===== src/rtl/mbist_pkg.sv =====
// Shared definitions for the March C- BIST controller: FSM states, element
// indices and the per-element operation table.
package mbist_pkg;

   typedef enum logic [1:0] {
      IDLE  = 2'd0,
      RUN   = 2'd1,
      DRAIN = 2'd2,
      DONE  = 2'd3
   } state_t;

   localparam int unsigned ELEM_W = 3;

   localparam logic [ELEM_W-1:0] ELEM_E0 = 3'd0;
   localparam logic [ELEM_W-1:0] ELEM_E1 = 3'd1;
   localparam logic [ELEM_W-1:0] ELEM_E2 = 3'd2;
   localparam logic [ELEM_W-1:0] ELEM_E3 = 3'd3;
   localparam logic [ELEM_W-1:0] ELEM_E4 = 3'd4;
   localparam logic [ELEM_W-1:0] ELEM_E5 = 3'd5;

   typedef struct packed {
      logic       down;
      logic [1:0] num_ops;
      logic       has_rd;
      logic       rd_pol;
      logic       has_wr;
      logic       wr_pol;
   } march_elem_t;

   // Within an element the read (if any) always precedes the write.
   function automatic march_elem_t march_elem(input logic [ELEM_W-1:0] idx);
      march_elem_t e;
      case (idx)
         ELEM_E0: e = '{down: 1'b0, num_ops: 2'd1, has_rd: 1'b0, rd_pol: 1'b0, has_wr: 1'b1, wr_pol: 1'b0};
         ELEM_E1: e = '{down: 1'b0, num_ops: 2'd2, has_rd: 1'b1, rd_pol: 1'b0, has_wr: 1'b1, wr_pol: 1'b1};
         ELEM_E2: e = '{down: 1'b0, num_ops: 2'd2, has_rd: 1'b1, rd_pol: 1'b1, has_wr: 1'b1, wr_pol: 1'b0};
         ELEM_E3: e = '{down: 1'b1, num_ops: 2'd2, has_rd: 1'b1, rd_pol: 1'b0, has_wr: 1'b1, wr_pol: 1'b1};
         ELEM_E4: e = '{down: 1'b1, num_ops: 2'd2, has_rd: 1'b1, rd_pol: 1'b1, has_wr: 1'b1, wr_pol: 1'b0};
         ELEM_E5: e = '{down: 1'b0, num_ops: 2'd1, has_rd: 1'b1, rd_pol: 1'b0, has_wr: 1'b0, wr_pol: 1'b0};
         default: e = '0;
      endcase
      return e;
   endfunction

endpackage


===== src/rtl/mbist_cmp_pipe.sv =====
// Two-stage expected-data/address/element delay line aligned with the
// memory's read latency, plus comparator and first-failure capture.
module mbist_cmp_pipe
   import mbist_pkg::*;
#(
   parameter int DATA_WIDTH = 8,
   parameter int ADDR_WIDTH = 4
) (
   input  logic                  clk,
   input  logic                  rst_n,
   input  logic                  clear,
   input  logic                  rd_valid,
   input  logic [DATA_WIDTH-1:0] rd_exp,
   input  logic [ADDR_WIDTH-1:0] rd_addr,
   input  logic [ELEM_W-1:0]     rd_elem,
   input  logic [DATA_WIDTH-1:0] rdata,
   output logic                  fail,
   output logic [ADDR_WIDTH-1:0] fail_addr,
   output logic [ELEM_W-1:0]     fail_elem,
   output logic [DATA_WIDTH-1:0] fail_data,
   output logic [7:0]            fail_count
);

   logic                  s1_vld, s2_vld;
   logic [DATA_WIDTH-1:0] s1_exp, s2_exp;
   logic [ADDR_WIDTH-1:0] s1_addr, s2_addr;
   logic [ELEM_W-1:0]     s1_elem, s2_elem;
   logic                  mismatch;

   always_ff @(posedge clk) begin
      if (!rst_n) begin
         s1_vld  <= 1'b0;
         s1_exp  <= '0;
         s1_addr <= '0;
         s1_elem <= '0;
         s2_vld  <= 1'b0;
         s2_exp  <= '0;
         s2_addr <= '0;
         s2_elem <= '0;
      end else begin
         s1_vld  <= rd_valid;
         s1_exp  <= rd_exp;
         s1_addr <= rd_addr;
         s1_elem <= rd_elem;
         s2_vld  <= s1_vld;
         s2_exp  <= s1_exp;
         s2_addr <= s1_addr;
         s2_elem <= s1_elem;
      end
   end

   always_comb begin
      mismatch = s2_vld && (rdata != s2_exp);
   end

   always_ff @(posedge clk) begin
      if (!rst_n || clear) begin
         fail       <= 1'b0;
         fail_addr  <= '0;
         fail_elem  <= '0;
         fail_data  <= '0;
         fail_count <= '0;
      end else if (mismatch) begin
         fail <= 1'b1;
         if (fail_count != 8'hFF) begin
            fail_count <= fail_count + 8'd1;
         end
         if (!fail) begin
            fail_addr <= s2_addr;
            fail_elem <= s2_elem;
            fail_data <= rdata;
         end
      end
   end

endmodule


===== src/rtl/mbist_march_ctrl.sv =====
// March C- memory BIST controller: sequences E0..E5 one operation per cycle
// and hands every read to the compare pipeline.
module mbist_march_ctrl
   import mbist_pkg::*;
#(
   parameter int DATA_WIDTH = 8,
   parameter int ADDR_WIDTH = 4,
   parameter int CAPACITY   = 15
) (
   input  logic                  clk,
   input  logic                  rst_n,
   input  logic                  start,
   output logic                  busy,
   output logic                  done,
   output logic                  fail,
   output logic [ADDR_WIDTH-1:0] fail_addr,
   output logic [2:0]            fail_elem,
   output logic [DATA_WIDTH-1:0] fail_data,
   output logic [7:0]            fail_count,
   output logic                  write_read,
   output logic [ADDR_WIDTH-1:0] address,
   output logic [DATA_WIDTH-1:0] wdata,
   input  logic [DATA_WIDTH-1:0] rdata
);

   localparam logic [ADDR_WIDTH-1:0] CAP_A = ADDR_WIDTH'(CAPACITY);
   localparam logic [ADDR_WIDTH-1:0] ONE_A = ADDR_WIDTH'(1);

   state_t              state, state_n;
   logic [ELEM_W-1:0]   elem, elem_n;
   logic [ADDR_WIDTH-1:0] idx, idx_n;
   logic                op, op_n;
   logic                drain, drain_n;
   march_elem_t         el;
   logic                run, last_op, last_idx, is_rd, is_wr;

   always_ff @(posedge clk) begin
      if (!rst_n) begin
         state <= IDLE;
         elem  <= '0;
         idx   <= '0;
         op    <= 1'b0;
         drain <= 1'b0;
      end else begin
         state <= state_n;
         elem  <= elem_n;
         idx   <= idx_n;
         op    <= op_n;
         drain <= drain_n;
      end
   end

   always_comb begin
      el       = march_elem(elem);
      run      = (state == RUN);
      last_op  = ({1'b0, op} == (el.num_ops - 2'd1));
      last_idx = (idx == CAP_A);
      is_rd    = el.has_rd && !op;
      is_wr    = el.has_wr && !is_rd;

      state_n = state;
      elem_n  = elem;
      idx_n   = idx;
      op_n    = op;
      drain_n = drain;

      case (state)
         IDLE: begin
            if (start) begin
               state_n = RUN;
               elem_n  = ELEM_E0;
               idx_n   = '0;
               op_n    = 1'b0;
            end
         end
         RUN: begin
            if (!last_op) begin
               op_n = 1'b1;
            end else begin
               op_n = 1'b0;
               if (!last_idx) begin
                  idx_n = idx + ONE_A;
               end else begin
                  idx_n = '0;
                  if (elem == ELEM_E5) begin
                     state_n = DRAIN;
                     elem_n  = ELEM_E0;
                     drain_n = 1'b0;
                  end else begin
                     elem_n = elem + 3'd1;
                  end
               end
            end
         end
         DRAIN: begin
            if (drain) begin
               state_n = DONE;
            end else begin
               drain_n = 1'b1;
            end
         end
         DONE:    state_n = IDLE;
         default: state_n = IDLE;
      endcase
   end

   // idx always counts up; down elements mirror it onto the address.
   assign address    = el.down ? (CAP_A - idx) : idx;
   assign write_read = run && is_wr;
   assign busy       = (state == RUN) || (state == DRAIN);
   assign done       = (state == DONE);

   // Every element after E0 opens with a read, so the current element's write
   // polarity is always the data of the next write one cycle early.
   assign wdata = run ? {DATA_WIDTH{el.wr_pol}} : '0;

   mbist_cmp_pipe #(
      .DATA_WIDTH(DATA_WIDTH),
      .ADDR_WIDTH(ADDR_WIDTH)
   ) u_cmp (
      .clk       (clk),
      .rst_n     (rst_n),
      .clear     ((state == IDLE) && start),
      .rd_valid  (run && is_rd),
      .rd_exp    ({DATA_WIDTH{el.rd_pol}}),
      .rd_addr   (address),
      .rd_elem   (elem),
      .rdata     (rdata),
      .fail      (fail),
      .fail_addr (fail_addr),
      .fail_elem (fail_elem),
      .fail_data (fail_data),
      .fail_count(fail_count)
   );

endmodule


===== config.mk =====
export PLATFORM = sky130hd
export DESIGN_NAME = mbist_march_ctrl
export DESIGN_NICKNAME = d
export VERILOG_FILES = /design/src/rtl/mbist_pkg.sv /design/src/rtl/mbist_cmp_pipe.sv /design/src/rtl/mbist_march_ctrl.sv
export SDC_FILE = /design/constraint.sdc
export NUM_CORES = 1
export LEC_CHECK = 0
export CORE_MARGIN = 2
export CORE_UTILIZATION = 30
export CTS_BUF_LIST = sky130_fd_sc_hd__clkbuf_4 sky130_fd_sc_hd__clkbuf_8 sky130_fd_sc_hd__clkbuf_16
export DETAILED_ROUTE_END_ITERATION = 10
export GPL_TIMING_DRIVEN = 0
export SLEW_MARGIN = 15
export SYNTH_ARGS = -nofsm -noshare
export SYNTH_HDL_FRONTEND = slang
export SYNTH_SLANG_ARGS = --single-unit

===== constraint.sdc =====
create_clock -name clk -period 2.81 [get_ports clk]
set_clock_uncertainty 0.1 [all_clocks]
set_input_delay 0.562 -clock clk [delete_from_list [all_inputs] [get_ports clk]]
set_output_delay 0.562 -clock clk [all_outputs]
set_load 0.01 [all_outputs]

==> implementation parameters, run 1 <==
Parameter                              Value

Setup path
  Crit path capture type    output pin
  Arr. time, crit path    2.05 ns
  Capture instance of the worst register-to-register path    elem[0]
  Reg-to-reg slack, setup    0.46 ns
  Crit path from    elem[0]
  Required time of the worst setup path    2.15 ns
  Critical Path Fanout Max    10
  FF-to-FF path depth    9
  CP Capture Point    address[0]
  Type of origin of the critical path    flip-flop
  Worst setup path class    reg -> out
  Reg2reg start    elem[0]

Synthesis
  Seq cells post-synth    53
  Share of flip-flops with an asynchronous set or reset    0
  Mapped Avg Cell Area    9.24 sq um
  Post-Synthesis Cells    271
  Yosys top cell area share    0.424
  Library cell occupying the most area in the post-synthesis netlist    dfxtp_1
  Number of flops mapped to enable cells by yosys    0
  Post-synthesis net count    289
  Flip-flop cell with the highest count after synthesis    dfxtp_1
  Number of library cell types mapped by synthesis    48
  Sequential area share after synthesis    0.424
  Netlist area before placement    2500 sq um
  Top area cells in the synthesized netlist    dfxtp_1 (42%), o21ai_2 (5.2%), and2_1 (5.0%), nand2_1 (4.2%), nand3_1 (4.0%)
  Syn. warnings    0

Run
  Number of max-capacitance violations reported    0

STA
  Final critical-path share of the clock period    0.964
  Timing-limited maximum frequency    369 MHz
  Max-slew violations    0
  Rel. slew slack    0.505
  Fin Hold WS    0.331 ns
  Slew of the pin with the lowest slew margin    0.736 ns
  Count of final hold-check violations    0
  Fin Setup TNS    0 ns
  Number of setup violations in the final report    0
  Time the final worst path needs with I/O delays and setup    2.71 ns
  Setup repair after global routing missed its margin    true

Cells and area
  Growth of design area from synthesis to finish    30.5%
  Util after Layout    0.402
  Cell area after layout    3270 sq um
  Highest-count cells in the layout ignoring fill and taps    dfxtp_1 (51), clkdlybuf4s50_1 (44), nand2_1 (28), nand3_1 (20), and2_1 (19)
  Fraction of layout instances using a drive strength above 1    0.196
  Most common library cell in the layout ignoring fill and taps    dfxtp_1
  Antenna cell count    0
  Post-layout nets    344

CTS
  Number of H-tree branching levels    2
  Num CTS Buffers    5
  Clock slew at reported path FFs    0.10 ns
  Latest clock arrival within the worst-skew pair    0.31 ns
  Clock root cell    clkbuf_8
  Max Root-Sink Buffers    2
  Sink Count    53
  CTS tree    yes

Power
  Power density over the cells    543 nW/um^2
  Total Power Consumption    1.78 mW
  Worst voltage drop across the vdd grid    225 uV
  Leakage power summed over all cells    1.21 nW

Floorplanning
  Core area    8130 sq um
  Initial core utilization    0.308
  Row cnt    33
  Number of top-level design ports    50
  Die extent in x    95.4 um
  Height of the die    95.4 um
  Area of the die    9090 sq um

Global route
  Initial antenna violation count    0
  Number of global-route vias before repair    1879
  Maximum number of pins on one net before global-route repair    19
  First-pass GRT wire length    8800 um
  Total track usage    0.124
  Remaining global-route overflow    0

Status
  Status    complete, no violations

Hold path
  Tightest Hold Check Type    reg -> reg

Routing
  Total number of vias    2006
  Number of vias per cell after detailed routing    4.64
  Final wirelength    5420 um
  Antenna violation net count after detailed routing    0
  Number of DRC markers in iteration 0    51
  Average wire length per cell after detail routing    12.5 um
  DRC violations left    0
  Length of the first detailed-routing pass in iterations    4

Place
  Count of input and output buffers    49
  Final HPWL from detailed placement    3930 um
  Cell area after placement    3130 sq um
  Weighted congestion reported at the end of routability-driven placement    0.768
## metrics by stage
stage	cells	setup slack, ns
6_report	432	0.101
3_5_place_dp	425	-0.305
5_1_grt	432	-0.0107
4_1_cts	431	-0.229
2_1_floorplan	271	0.566
3_3_place_gp	425	-0.282
## worst max-delay path, stage by stage, from the launching register on
cell,delay (ns)
dfxtp_1,0.35
clkbuf_4,0.19
and2_1,0.16
ha_2,0.22
a32oi_4,0.35
xnor2_1,0.18
dlygate4sd2_1,0.29
## flip-flops by register name, indices dropped and copies added (netlist names)
signal            cells
u_cmp.fail_count      8
u_cmp.s2_exp          1
u_cmp.fail_data       8
op                    1
u_cmp.s1_exp          1
u_cmp.fail_addr       4
state                 2
u_cmp.s1_elem         3
u_cmp.s2_addr         4
drain                 1
idx                   4
u_cmp.s2_vld          1
u_cmp.fail            1
u_cmp.s1_addr         4
u_cmp.s1_vld          1
u_cmp.s2_elem         3
elem                  3
u_cmp.fail_elem       3
## cells in the mapped netlist (5+ instances only)
cell / n
nand3_1: 20
nor3_1: 5
o21ai_0: 11
a21oi_1: 5
buf_4: 7
nand2_1: 28
ha_1: 7
inv_1: 6
and2_1: 20
xnor2_1: 10
nor2_1: 18
dfxtp_1: 53
nand3_2: 5
o31ai_1: 5
o21ai_2: 15
clkbuf_1: 7
## power by group
group	switching, mW	total [mW]	internal (mW)
Sequential	0.0302	0.813	0.783
Clock	0.267	0.447	0.180
Combinational	0.289	0.515	0.226
Total	0.586	1.78	1.19
## worst min path at each step
stage	startpoint	to	slack, ns	depth (start not counted)
finish	u_cmp.s1_addr[1]	u_cmp.s2_addr[1]	0.33	1
floorplan	u_cmp.s1_addr[0]	u_cmp.s2_addr[0]	0.31	1
detailed placement	u_cmp.s1_addr[1]	u_cmp.s2_addr[1]	0.32	1
global placement	u_cmp.s1_elem[2]	u_cmp.s2_elem[2]	0.32	1
global route	u_cmp.s1_vld	u_cmp.s2_vld	0.34	1
CTS	u_cmp.s1_addr[1]	u_cmp.s2_addr[1]	0.33	1
## cell families after synthesis
logic type,count (synthesis),share of synthesized area
compound gates,51,0.150
xor+xnor,10,0.0350
fa+ha+maj,7,0.0350
buf+inv,28,0.0810
flops,53,0.424
mux,3,0.0125
simple gates,119,0.262
## timing repair
item,CTS,global route
cloned,0,0
hold buffers,0,0
resized for setup,11,10
setup buffers,0,1
endpoints found under the setup margin,5,11
pin swaps,0,1
## per-layer routing
| metal | vias to the layer above | GRT usage | part of all wire |
|---|---|---|---|
| met2 | 42 | 0.208 | 0.47 |
| met1 | 918 | 0.157 | 0.47 |
| met4 | 0 | 0.0290 | 0.0050 |
| met3 | 2 | 0.0340 | 0.053 |
| li1 | 1044 | - | - |
| met5 | - | 0 | 0 |
## area by class of cell
type	count	area, sq um
Tap cell	105	131
Inverter	6	22.5
Clock buffer	5	68.8
Multi-Input combinational cell	190	1290
Fill cell	783	4870
Sequential cell	53	1060
Clock inverter	3	25.0
Buffer	20	176
Timing Repair Buffer	50	492
No activity file was read; power rests on OpenSTA's default activity.
==> run 2: changes to the inputs <==
- CORE_UTILIZATION: 30 -> 50
- GPL_ROUTABILITY_DRIVEN: not set -> 0
- PLACE_DENSITY: not set -> 0.76
- SYNTH_HIERARCHICAL: not set -> 1
==> run 2 against run 1 <==
Worst setup slack got worse by 0.028 ns. Critical path depth unchanged. Clock-buffer cell count increased by 5. Via count increased by 20%. Combinational power shrank 16%. Sequential share of layout area increased by 2.0 points. Cell area rose by 19%.
==> implementation parameters, run 2 <==
Parameter                              Value

Cells and area
  Post-layout nets    403
  Filler cell count    458
  Most common library cell in the layout ignoring fill and taps    dfxtp_1
  Antenna cell count    0
  Fraction of layout instances using a drive strength above 1    0.174
  Final Instance Count excl. Fillers    461
  Highest-count cells in the layout ignoring fill and taps    dfxtp_1 (63), clkdlybuf4s50_1 (40), and2_1 (35), nand2_1 (24), nor2_1 (24)
  Growth of design area from synthesis to finish    29.8%

Setup path
  Type of origin of the critical path    flip-flop
  Arr. time, crit path    2.08 ns
  Capture instance of the worst register-to-register path    elem[1]
  Reg-to-reg slack, setup    0.67 ns
  Crit path from    elem[1]
  CP Capture Point    address[3]
  Worst setup path class    reg -> out
  Critical Path Fanout Max    10
  Crit path capture type    output pin
  Reg2reg start    state[0]
  Required time of the worst setup path    2.15 ns
  FF-to-FF path depth    6

STA
  Count of final hold-check violations    0
  Number of setup violations in the final report    0
  Fin Setup TNS    0 ns
  Timing-limited maximum frequency    365 MHz
  Final critical-path share of the clock period    0.974
  Setup repair after global routing missed its margin    true
  Fin worst setup slack    0.0726 ns
  Slew of the pin with the lowest slew margin    0.637 ns
  Max-slew violations    0
  Time the final worst path needs with I/O delays and setup    2.74 ns
  Rel. slew slack    0.563

Synthesis
  Most common cell in the netlist    dfxtp_1
  Library cell occupying the most area in the post-synthesis netlist    dfxtp_1
  Share of flip-flops with an asynchronous set or reset    0
  Sequential area share after synthesis    0.447
  Number of flops mapped to enable cells by yosys    0
  Number of library cell types mapped by synthesis    57
  List of most frequent post-synthesis cells    dfxtp_1 (67), and2_1 (36), nor2_1 (25)
  Seq cells post-synth    67
  Post-synthesis net count    335
  Top area cells in the synthesized netlist    dfxtp_1 (45%), and2_1 (7.5%), ha_1 (4.2%), mux2i_1 (4.0%), xor2_1 (3.8%)
  Flip-flop cell with the highest count after synthesis    dfxtp_1
  Mapped Avg Cell Area    9.56 sq um
  Yosys top cell area share    0.447
  Post-Synthesis Cells    314
  Netlist area before placement    3000 sq um
  Syn. warnings    6

Floorplanning
  Row cnt    28
  Die extent in x    81.5 um
  Number of top-level design ports    50
  Core area    5850 sq um
  Area of the die    6640 sq um
  Height of the die    81.5 um
  Initial core utilization    0.513

CTS
  Sink Count    67
  Number of H-tree branching levels    3
  Clock root cell    clkbuf_8
  Clock slew at reported path FFs    0.07 ns
  Latest clock arrival within the worst-skew pair    0.33 ns
  CTS tree    yes
  Num CTS Buffers    9
  Max Root-Sink Buffers    2
  Post-CTS Hold Buffers    0

Global route
  Remaining global-route overflow    0
  Maximum number of pins on one net before global-route repair    12
  Initial antenna violation count    0
  Total track usage    0.198
  First-pass GRT wire length    10000 um
  Number of global-route vias before repair    2230

Power
  Leakage power summed over all cells    1.64 nW
  Fraction of power spent switching nets    0.273
  Combinational Power Share    0.198
  Total internal power    1.60 mW
  Sequential group share of total power    0.451
  Psw    0.601 mW
  Worst voltage drop across the vdd grid    518 uV
  Power density over the cells    564 nW/um^2
  Power share of the clock group    0.351

Hold path
  Tightest Hold Check Type    reg -> reg

Place
  Final HPWL from detailed placement    4240 um
  Count of input and output buffers    49
  Worst setup slack before clock tree synthesis    -0.169 ns
  Cells after DPL    438

Routing
  Antenna violation net count after detailed routing    0
  Total number of vias    2403
  Number of vias per cell after detailed routing    5.21
  Number of DRC markers in iteration 0    100
  DRC violations left    0
  Average wire length per cell after detail routing    13.2 um
  Length of the first detailed-routing pass in iterations    4
  Final wirelength    6070 um

Run
  Number of max-capacitance violations reported    0

Status
  Status    complete, no violations
==> run 2: cell types whose count changed in the layout (fill, tap and decap cells not counted), sizes merged, moves of 10 or more <==
cell   before  now
and2       20   36
dfxtp      53   67
xor2        0   13
o21ai      26   15
nand3      25   11
mux2i       2   12
buf        14   25
==> run 2: cells by family (layout without fill, tap and decap cells) <==
group           Yosys count  in the layout  synth area share
compound gates           52             52             0.129
xor+xnor                 15             15            0.0438
fa+ha+maj                10             10            0.0417
buf+inv                  32            104            0.0650
flops                    67             67             0.447
mux                      12             12            0.0400
simple gates            126            126             0.234
==> run 2: worst min path at each step <==
stage | startpoint | endpoint | slack (ns) | depth (start not counted)
finish | u_cmp/s1_elem[0] | u_cmp/s2_elem[0] | 0.33 | 1
global route | u_cmp/s1_addr[3] | u_cmp/s2_addr[3] | 0.33 | 1
detailed placement | u_cmp/s1_exp[3] | u_cmp/s2_exp[3] | 0.32 | 1
global placement | u_cmp/s1_addr[3] | u_cmp/s2_addr[3] | 0.31 | 1
floorplan | u_cmp/s1_exp[0] | u_cmp/s2_exp[0] | 0.31 | 1
CTS | u_cmp/s1_elem[0] | u_cmp/s2_elem[0] | 0.33 | 1
==> run 2: layout make-up <==
type,instances,area [sq um],area share
multi-input combinational,215,1510,0.387
sequential,67,1350,0.346
timing repair buffer,57,551,0.141
buffer,23,165,0.0424
clock buffer,10,138,0.0353
tap,75,93.8,0.0241
clock inverter,5,53.8,0.0138
inverter,9,41.3,0.0106
==> run 2: critical path, cell delays in order (launching register included) <==
cell	delay [ns]
dfxtp_2	0.34
clkbuf_8	0.16
inv_2	0.11
nand2_1	0.12
o2bb2ai_4	0.21
xor2_1	0.23
clkdlybuf4s50_1	0.57
==> run 2: metal layers <==
metal  wire length (um)  part of all wire  global-route usage  up-vias
met5                  0                 0                   0        -
met4                 84             0.014              0.0678        0
met3                291             0.048              0.0670        7
met2               2940              0.48               0.327       69
met1               2750              0.45               0.242     1108
li1                   -                 -                   -     1219
==> run 2: through the flow <==
| step | instance area (sq um) | total power, mW | hold slack (ns) | utilization |
|---|---|---|---|---|
| 2_1_floorplan | 3000 | 1.28 | 0.312 | - |
| 3_3_place_gp | 3590 | 1.39 | 0.314 | 0.613 |
| 3_5_place_dp | 3590 | 1.40 | 0.318 | 0.613 |
| 4_1_cts | 3830 | 2.18 | 0.329 | 0.655 |
| 5_1_grt | 3900 | 2.31 | 0.334 | 0.666 |
| 6_report | 3900 | 2.20 | 0.332 | 0.666 |
==> run 2: what timing repair did <==
action	4_1_cts	5_1_grt
setup buffers	4	4
gates resized for setup	15	13
pin swaps	1	2
endpoints found under the setup margin	13	12
==> run 2: power by group through the flow <==
| stage | clock (mW) | combinational [mW] | sequential, mW |
|---|---|---|---|
| final | 0.771 | 0.435 | 0.993 |
| after global routing | 0.835 | 0.476 | 0.996 |
| after CTS | 0.788 | 0.397 | 0.991 |
| after detailed placement | 0 | 0.392 | 1.01 |
| after global placement | 0 | 0.384 | 1.01 |
| after floorplan | 0 | 0.270 | 1.01 |
==> patch 1: new RTL, settings of run 1 <==
Reset style: asynchronous (`rst_n`), changed in 2 clocked blocks.
--- a/src/rtl/mbist_cmp_pipe.sv
+++ b/src/rtl/mbist_cmp_pipe.sv
@@ -27,7 +27,7 @@
    logic [ELEM_W-1:0]     s1_elem, s2_elem;
    logic                  mismatch;
 
-   always_ff @(posedge clk) begin
+   always_ff @(posedge clk or negedge rst_n) begin
       if (!rst_n) begin
          s1_vld  <= 1'b0;
          s1_exp  <= '0;
--- a/src/rtl/mbist_march_ctrl.sv
+++ b/src/rtl/mbist_march_ctrl.sv
@@ -34,7 +34,7 @@
    march_elem_t         el;
    logic                run, last_op, last_idx, is_rd, is_wr;
 
-   always_ff @(posedge clk) begin
+   always_ff @(posedge clk or negedge rst_n) begin
       if (!rst_n) begin
          state <= IDLE;
          elem  <= '0;
Check against the original RTL: differs if rst_n is asserted again (counterexample within 4 cycles, from zero or initial values and one cycle with rst_n low); with rst_n held inactive, the same outputs for 10 cycles.
==> patch 1 against run 1 <==
- hold slack got worse by 160 ps
- sequential cell count unchanged
- largest power group unchanged
- routed wire length is 6.1% lower
- non-clock buffer count decreased by 5
- cell count shrank 6.9%
- die area fell by 4.3%
- power is 43% higher
- setup slack improved by 54 ps
- synthesized area down 4.4%
- core utilization up 0.82 points
- design area shrank 3.1%
- register-to-register slack worse by 130 ps
==> patch 1: results <==
<?xml version="1.0" encoding="UTF-8"?>
<metrics>
  <group name="setup_path">
    <metric name="crit_arrival" unit="ps">1990</metric>
    <metric name="critical-path-max-stage-delay" unit="ps">480</metric>
    <metric name="regToRegSetupSlack" unit="ps">330</metric>
    <metric name="timing.critical_path.slowest_stage_cell" unit="">sky130_fd_sc_hd__clkdlybuf4s50_1</metric>
  </group>
  <group name="timing">
    <metric name="final.hold.worst_slack" unit="ps">167</metric>
  </group>
  <group name="grt">
    <metric name="grt_use_total" unit="%">12.4</metric>
    <metric name="globalRouteMet1Util" unit="%">15.9</metric>
    <metric name="largest_net_degree_at_the_start_of_global_routing" unit="">32</metric>
    <metric name="grtUsageMet3" unit="%">3.22</metric>
    <metric name="first_pass_grt_wire_length" unit="mm">8.60</metric>
    <metric name="groute.layer.met2.usage" unit="%">19.9</metric>
    <metric name="vias_in_the_first_global_route" unit="">1897</metric>
  </group>
  <group name="hold_path">
    <metric name="min-delay-path-class" unit="">in -&gt; async</metric>
  </group>
  <group name="synth">
    <metric name="yosysSeqAreaShare" unit="%">50.4</metric>
    <metric name="synth_fp_nets" unit="">264</metric>
    <metric name="synth_compound_gate_area_share" unit="%">12.1</metric>
    <metric name="syn_avg_cell_area" unit="µm²">9.72</metric>
    <metric name="synth-async-reset-ratio" unit="%">54.7</metric>
    <metric name="synth_common_cells" unit="">31 x sky130_fd_sc_hd__nand2_1, 29 x sky130_fd_sc_hd__dfrtp_1, 24 x sky130_fd_sc_hd__dfxtp_1</metric>
    <metric name="netlist-cell-type-count" unit="">46</metric>
    <metric name="netlist_top_cells_area" unit="">sky130_fd_sc_hd__dfrtp_1 30%, sky130_fd_sc_hd__dfxtp_1 20%, sky130_fd_sc_hd__nand2_1 4.9%</metric>
    <metric name="fraction_of_synthesized_cell_area_in_xor_and_xnor_cells" unit="%">3.29</metric>
    <metric name="muxShareOfSynthArea" unit="%">4.76</metric>
    <metric name="post_synth_fa_ha_maj_area_fraction" unit="%">3.66</metric>
  </group>
  <group name="placed_design">
    <metric name="preCtsSetupSlack" unit="ps">-216</metric>
    <metric name="dp.final_hpwl" unit="mm">3.65</metric>
    <metric name="routability_congestion_estimate" unit="">0.784</metric>
  </group>
  <group name="drt">
    <metric name="met3_wirelength" unit="µm">295</metric>
    <metric name="wl_met2" unit="mm">2.28</metric>
    <metric name="via_per_inst" unit="">4.75</metric>
    <metric name="m1WireLength" unit="mm">2.42</metric>
  </group>
  <group name="power_and_ir_drop">
    <metric name="switchingPower" unit="µW">899</metric>
    <metric name="p_leak" unit="nW">1.41</metric>
    <metric name="power_density" unit="mW/mm²">800</metric>
    <metric name="seq-power" unit="mW">1.03</metric>
    <metric name="power.ir.vdd_worst" unit="mV">0.475</metric>
  </group>
  <group name="status">
    <metric name="run_status" unit="">finished clean</metric>
  </group>
  <group name="cells_and_area">
    <metric name="post_layout_nonfiller_instances" unit="">402</metric>
    <metric name="fraction_of_final_layout_cells_sized_beyond_drive_strength_1" unit="%">12.0</metric>
    <metric name="layout.nets" unit="">317</metric>
  </group>
</metrics>
[patch 1: changes by cell type in the layout (fill, tap and decap cells not counted), sizes merged, moves of 4 or more]
cell | before | now
dfrtp | 0 | 29
o21ai | 26 | 20
dfxtp | 53 | 24
and2 | 20 | 2
mux2i | 2 | 8
dlymetal6s2s | 2 | 8
clkdlybuf4s50 | 44 | 36
o31ai | 5 | 1
[patch 1: critical path: cells and delay by family, from the launching register on]
kind	cells	cell delay, ps
fa+ha+maj	1	200
compound gates	1	250
buf+inv	2	660
flops	1	380
simple gates	1	190
[patch 1: final cells by class]
type                       count  area (µm²)
buffer                        16         100
clock buffer                   7         101
clock inverter                 1        8.76
fill                         761        4560
inverter                      10        37.5
multi-input combinational    164        1080
sequential                    53        1210
tap                          102         128
timing repair buffer          49         500
[patch 1: cell families (layout without fill, tap and decap cells)]
| group | after synthesis | after routing |
|---|---|---|
| XOR/XNOR | 9 | 9 |
| adder cells (fa/ha/maj) | 7 | 7 |
| multiplexers | 11 | 11 |
| buffers and inverters | 29 | 83 |
| AND/OR/NAND/NOR | 95 | 95 |
| flip-flops | 53 | 53 |
| AO/OA/AOI/OAI | 42 | 42 |
[patch 1: path summary, 6_finish.rpt]
kind,end,depth (start not counted),start
min in group clk,u_cmp.s2_addr[2],0,u_cmp.s1_addr[2]
min reg2reg,u_cmp.s2_addr[2],0,u_cmp.s1_addr[2]
max in group asynchronous,elem[1],1,rst_n
min,idx[3],1,rst_n
max reg2reg,idx[0],8,elem[0]
max,wdata[0],5,elem[0]
[patch 1: what timing repair did]
item,CTS,global route
hold buffers,0,0
setup endpoints to repair,13,8
gates resized for setup,15,9
==> patch 2: new RTL, settings of run 1 <==
Made on the original files. `DATA_WIDTH` is set to 8 in 2 places; all go to 9.
--- a/src/rtl/mbist_cmp_pipe.sv
+++ b/src/rtl/mbist_cmp_pipe.sv
@@ -3,7 +3,7 @@
 module mbist_cmp_pipe
    import mbist_pkg::*;
 #(
-   parameter int DATA_WIDTH = 8,
+   parameter int DATA_WIDTH = 9,
    parameter int ADDR_WIDTH = 4
 ) (
    input  logic                  clk,
--- a/src/rtl/mbist_march_ctrl.sv
+++ b/src/rtl/mbist_march_ctrl.sv
@@ -3,7 +3,7 @@
 module mbist_march_ctrl
    import mbist_pkg::*;
 #(
-   parameter int DATA_WIDTH = 8,
+   parameter int DATA_WIDTH = 9,
    parameter int ADDR_WIDTH = 4,
    parameter int CAPACITY   = 15
 ) (
Ports: changed (resized fail_data, rdata and wdata); port bits go from 50 to 53. No check against the original RTL was run, so the function may have changed too.
==> patch 2 against run 1 <==
- non-clock buffer count is 8 higher
- power decreased by 3.6%
- critical path type unchanged
- via count did not move
- sequential power increased by 1%
- largest power group unchanged
- setup slack got worse by 15 ps
- count of clock-buffer cells in the layout is the same
- synthesized area decreased by 4.1%
- routed wire length down 3.0%
- design area down 1.5%
- highest routed layer unchanged
- sequential cell count is 1 higher
- register-to-register slack lost 100 ps
==> patch 2: results <==
<?xml version="1.0" encoding="UTF-8"?>
<metrics>
  <group name="status">
    <metric name="run_status" unit="">finished clean</metric>
  </group>
  <group name="cts">
    <metric name="clk_root_buffer_cell" unit="">sky130_fd_sc_hd__clkbuf_8</metric>
    <metric name="clkSlewWorstSetupHoldPaths" unit="ps">90</metric>
    <metric name="cts_buffers" unit="">5</metric>
  </group>
  <group name="drt">
    <metric name="detailedRoute.firstIterationViolations" unit="">41</metric>
    <metric name="detail_route.wl_per_cell" unit="µm">12.5</metric>
    <metric name="drt_pre_antenna_iters" unit="">4</metric>
    <metric name="via_per_inst" unit="">4.76</metric>
  </group>
  <group name="timing">
    <metric name="tightestPinTransition" unit="ps">726</metric>
  </group>
  <group name="cells_and_area">
    <metric name="largest_registers_ranked_by_flip_flop_count" unit="">u_cmp.fail_data (9), u_cmp.fail_count (8)</metric>
    <metric name="layout.nets" unit="">338</metric>
    <metric name="fillers" unit="">772</metric>
    <metric name="fraction_of_final_layout_cells_sized_beyond_drive_strength_1" unit="%">13.2</metric>
  </group>
  <group name="grt">
    <metric name="vias_in_the_first_global_route" unit="">1955</metric>
    <metric name="antenna_found_initial" unit="">0</metric>
    <metric name="grt_use_total" unit="%">12.5</metric>
    <metric name="largest_net_degree_at_the_start_of_global_routing" unit="">17</metric>
    <metric name="first_pass_grt_wire_length" unit="mm">8.89</metric>
  </group>
  <group name="synth">
    <metric name="synth-async-reset-ratio" unit="%">0</metric>
    <metric name="synth_common_cells" unit="">54 x sky130_fd_sc_hd__dfxtp_1, 30 x sky130_fd_sc_hd__nor2_1, 19 x sky130_fd_sc_hd__and2_1, 19 x sky130_fd_sc_hd__mux2i_1, 12 x sky130_fd_sc_hd__xnor2_1</metric>
    <metric name="yosysSeqAreaShare" unit="%">45.0</metric>
    <metric name="netlist_top_cells_area" unit="">sky130_fd_sc_hd__dfxtp_1 45%, sky130_fd_sc_hd__mux2i_1 7.9%, sky130_fd_sc_hd__and2_1 5.0%</metric>
    <metric name="synth_fp_nets" unit="">273</metric>
    <metric name="ys_warn_count" unit="">0</metric>
    <metric name="netlist-cell-type-count" unit="">43</metric>
  </group>
  <group name="setup_path">
    <metric name="critical-path-max-stage-delay" unit="ps">400</metric>
    <metric name="timing.critical_path.slowest_stage_cell" unit="">sky130_fd_sc_hd__or4_1</metric>
    <metric name="crit_arrival" unit="ps">2060</metric>
  </group>
  <group name="placed_design">
    <metric name="dpl-instance-area" unit="mm²">0.00305</metric>
    <metric name="routability_congestion_estimate" unit="">0.855</metric>
    <metric name="dp.final_hpwl" unit="mm">3.81</metric>
    <metric name="buffer_ports.inserted" unit="">52</metric>
  </group>
  <group name="power_and_ir_drop">
    <metric name="p_int" unit="mW">1.17</metric>
    <metric name="p_leak" unit="nW">1.27</metric>
    <metric name="power.ir.vdd_worst" unit="mV">0.363</metric>
  </group>
</metrics>
patch 2: cell count changes after synthesis, sizes merged, moves of 3 or more:
| cell | run 1 | this run |
|---|---|---|
| inv | 6 | 9 |
| mux2i | 2 | 19 |
| nand2 | 28 | 11 |
| buf | 13 | 10 |
| o21ai | 26 | 9 |
| nor2 | 18 | 30 |
| nand3 | 25 | 7 |
patch 2: cell type report:
| cell class | instances | area (µm²) | area share [%] |
|---|---|---|---|
| well taps | 102 | 128 | 3.97 |
| repair buffers | 58 | 546 | 17.0 |
| clock inverters | 2 | 13.8 | 0.428 |
| flip-flops and latches | 54 | 1080 | 33.6 |
| plain buffers | 20 | 140 | 4.36 |
| multi-input cells | 171 | 1200 | 37.5 |
| clock buffers | 5 | 68.8 | 2.14 |
| inverters | 9 | 33.8 | 1.05 |
patch 2: routing by layer:
| metal | part of all wire (%) | global-route usage, % | vias to the layer above |
|---|---|---|---|
| met5 | 0 | 0 | - |
| met4 | 1.7 | 4.29 | 0 |
| met3 | 6.5 | 2.50 | 10 |
| met2 | 46 | 21.0 | 72 |
| met1 | 46 | 16.0 | 928 |
| li1 | - | - | 996 |
patch 2: cells by family after synthesis:
logic type	Yosys count	synth area share, %
mux	20	8.39
simple gates	100	22.6
compound gates	32	9.22
fa+ha+maj	7	3.65
flops	54	45.0
xor+xnor	12	4.38
buf+inv	29	6.77
patch 2: path summary, 6_finish.rpt:
check	to	startpoint	slack (ps)	cells past startpoint
setup / recovery	write_read	elem[1]	90	6
hold / removal	u_cmp.s2_addr[0]	u_cmp.s1_addr[0]	330	1
setup reg to reg	idx[2]	elem[1]	360	9
hold reg to reg	u_cmp.s2_addr[0]	u_cmp.s1_addr[0]	330	1
patch 2: power groups by stage:
stage                     sequential (mW)  clock (mW)  combinational, mW
after floorplan                     0.836           0              0.306
after global placement              0.841           0              0.459
after detailed placement            0.842           0              0.464
after CTS                           0.824       0.439              0.467
after global routing                0.834       0.473              0.523
final                               0.825       0.421              0.466
patch 2: metrics by stage:
stage                     utilization, %  cells  worst slack, ps
after floorplan                        -    254              488
after global placement              39.5    408             -315
after detailed placement            39.5    408             -310
after CTS                           41.1    416             5.60
after global routing                41.6    421           -0.496
final                               41.6    421             85.5
patch 2: repair_timing:
| action | 4_1_cts | 5_1_grt |
|---|---|---|
| setup buffers | 1 | 5 |
| setup endpoints to repair | 5 | 21 |
| resized for setup | 16 | 13 |
| endpoints found under the hold margin | 0 | 0 |
| pin swaps | 1 | 2 |
patch 2: worst max-delay path, delay by kind of cell (launching register included):
| family | cells | cell delay [ps] |
|---|---|---|
| AOI/OAI and AO/OA | 1 | 160 |
| and+or+nand+nor | 2 | 610 |
| adders and majority gates | 1 | 200 |
| DFF | 1 | 340 |
| buffers and inverters | 2 | 450 |
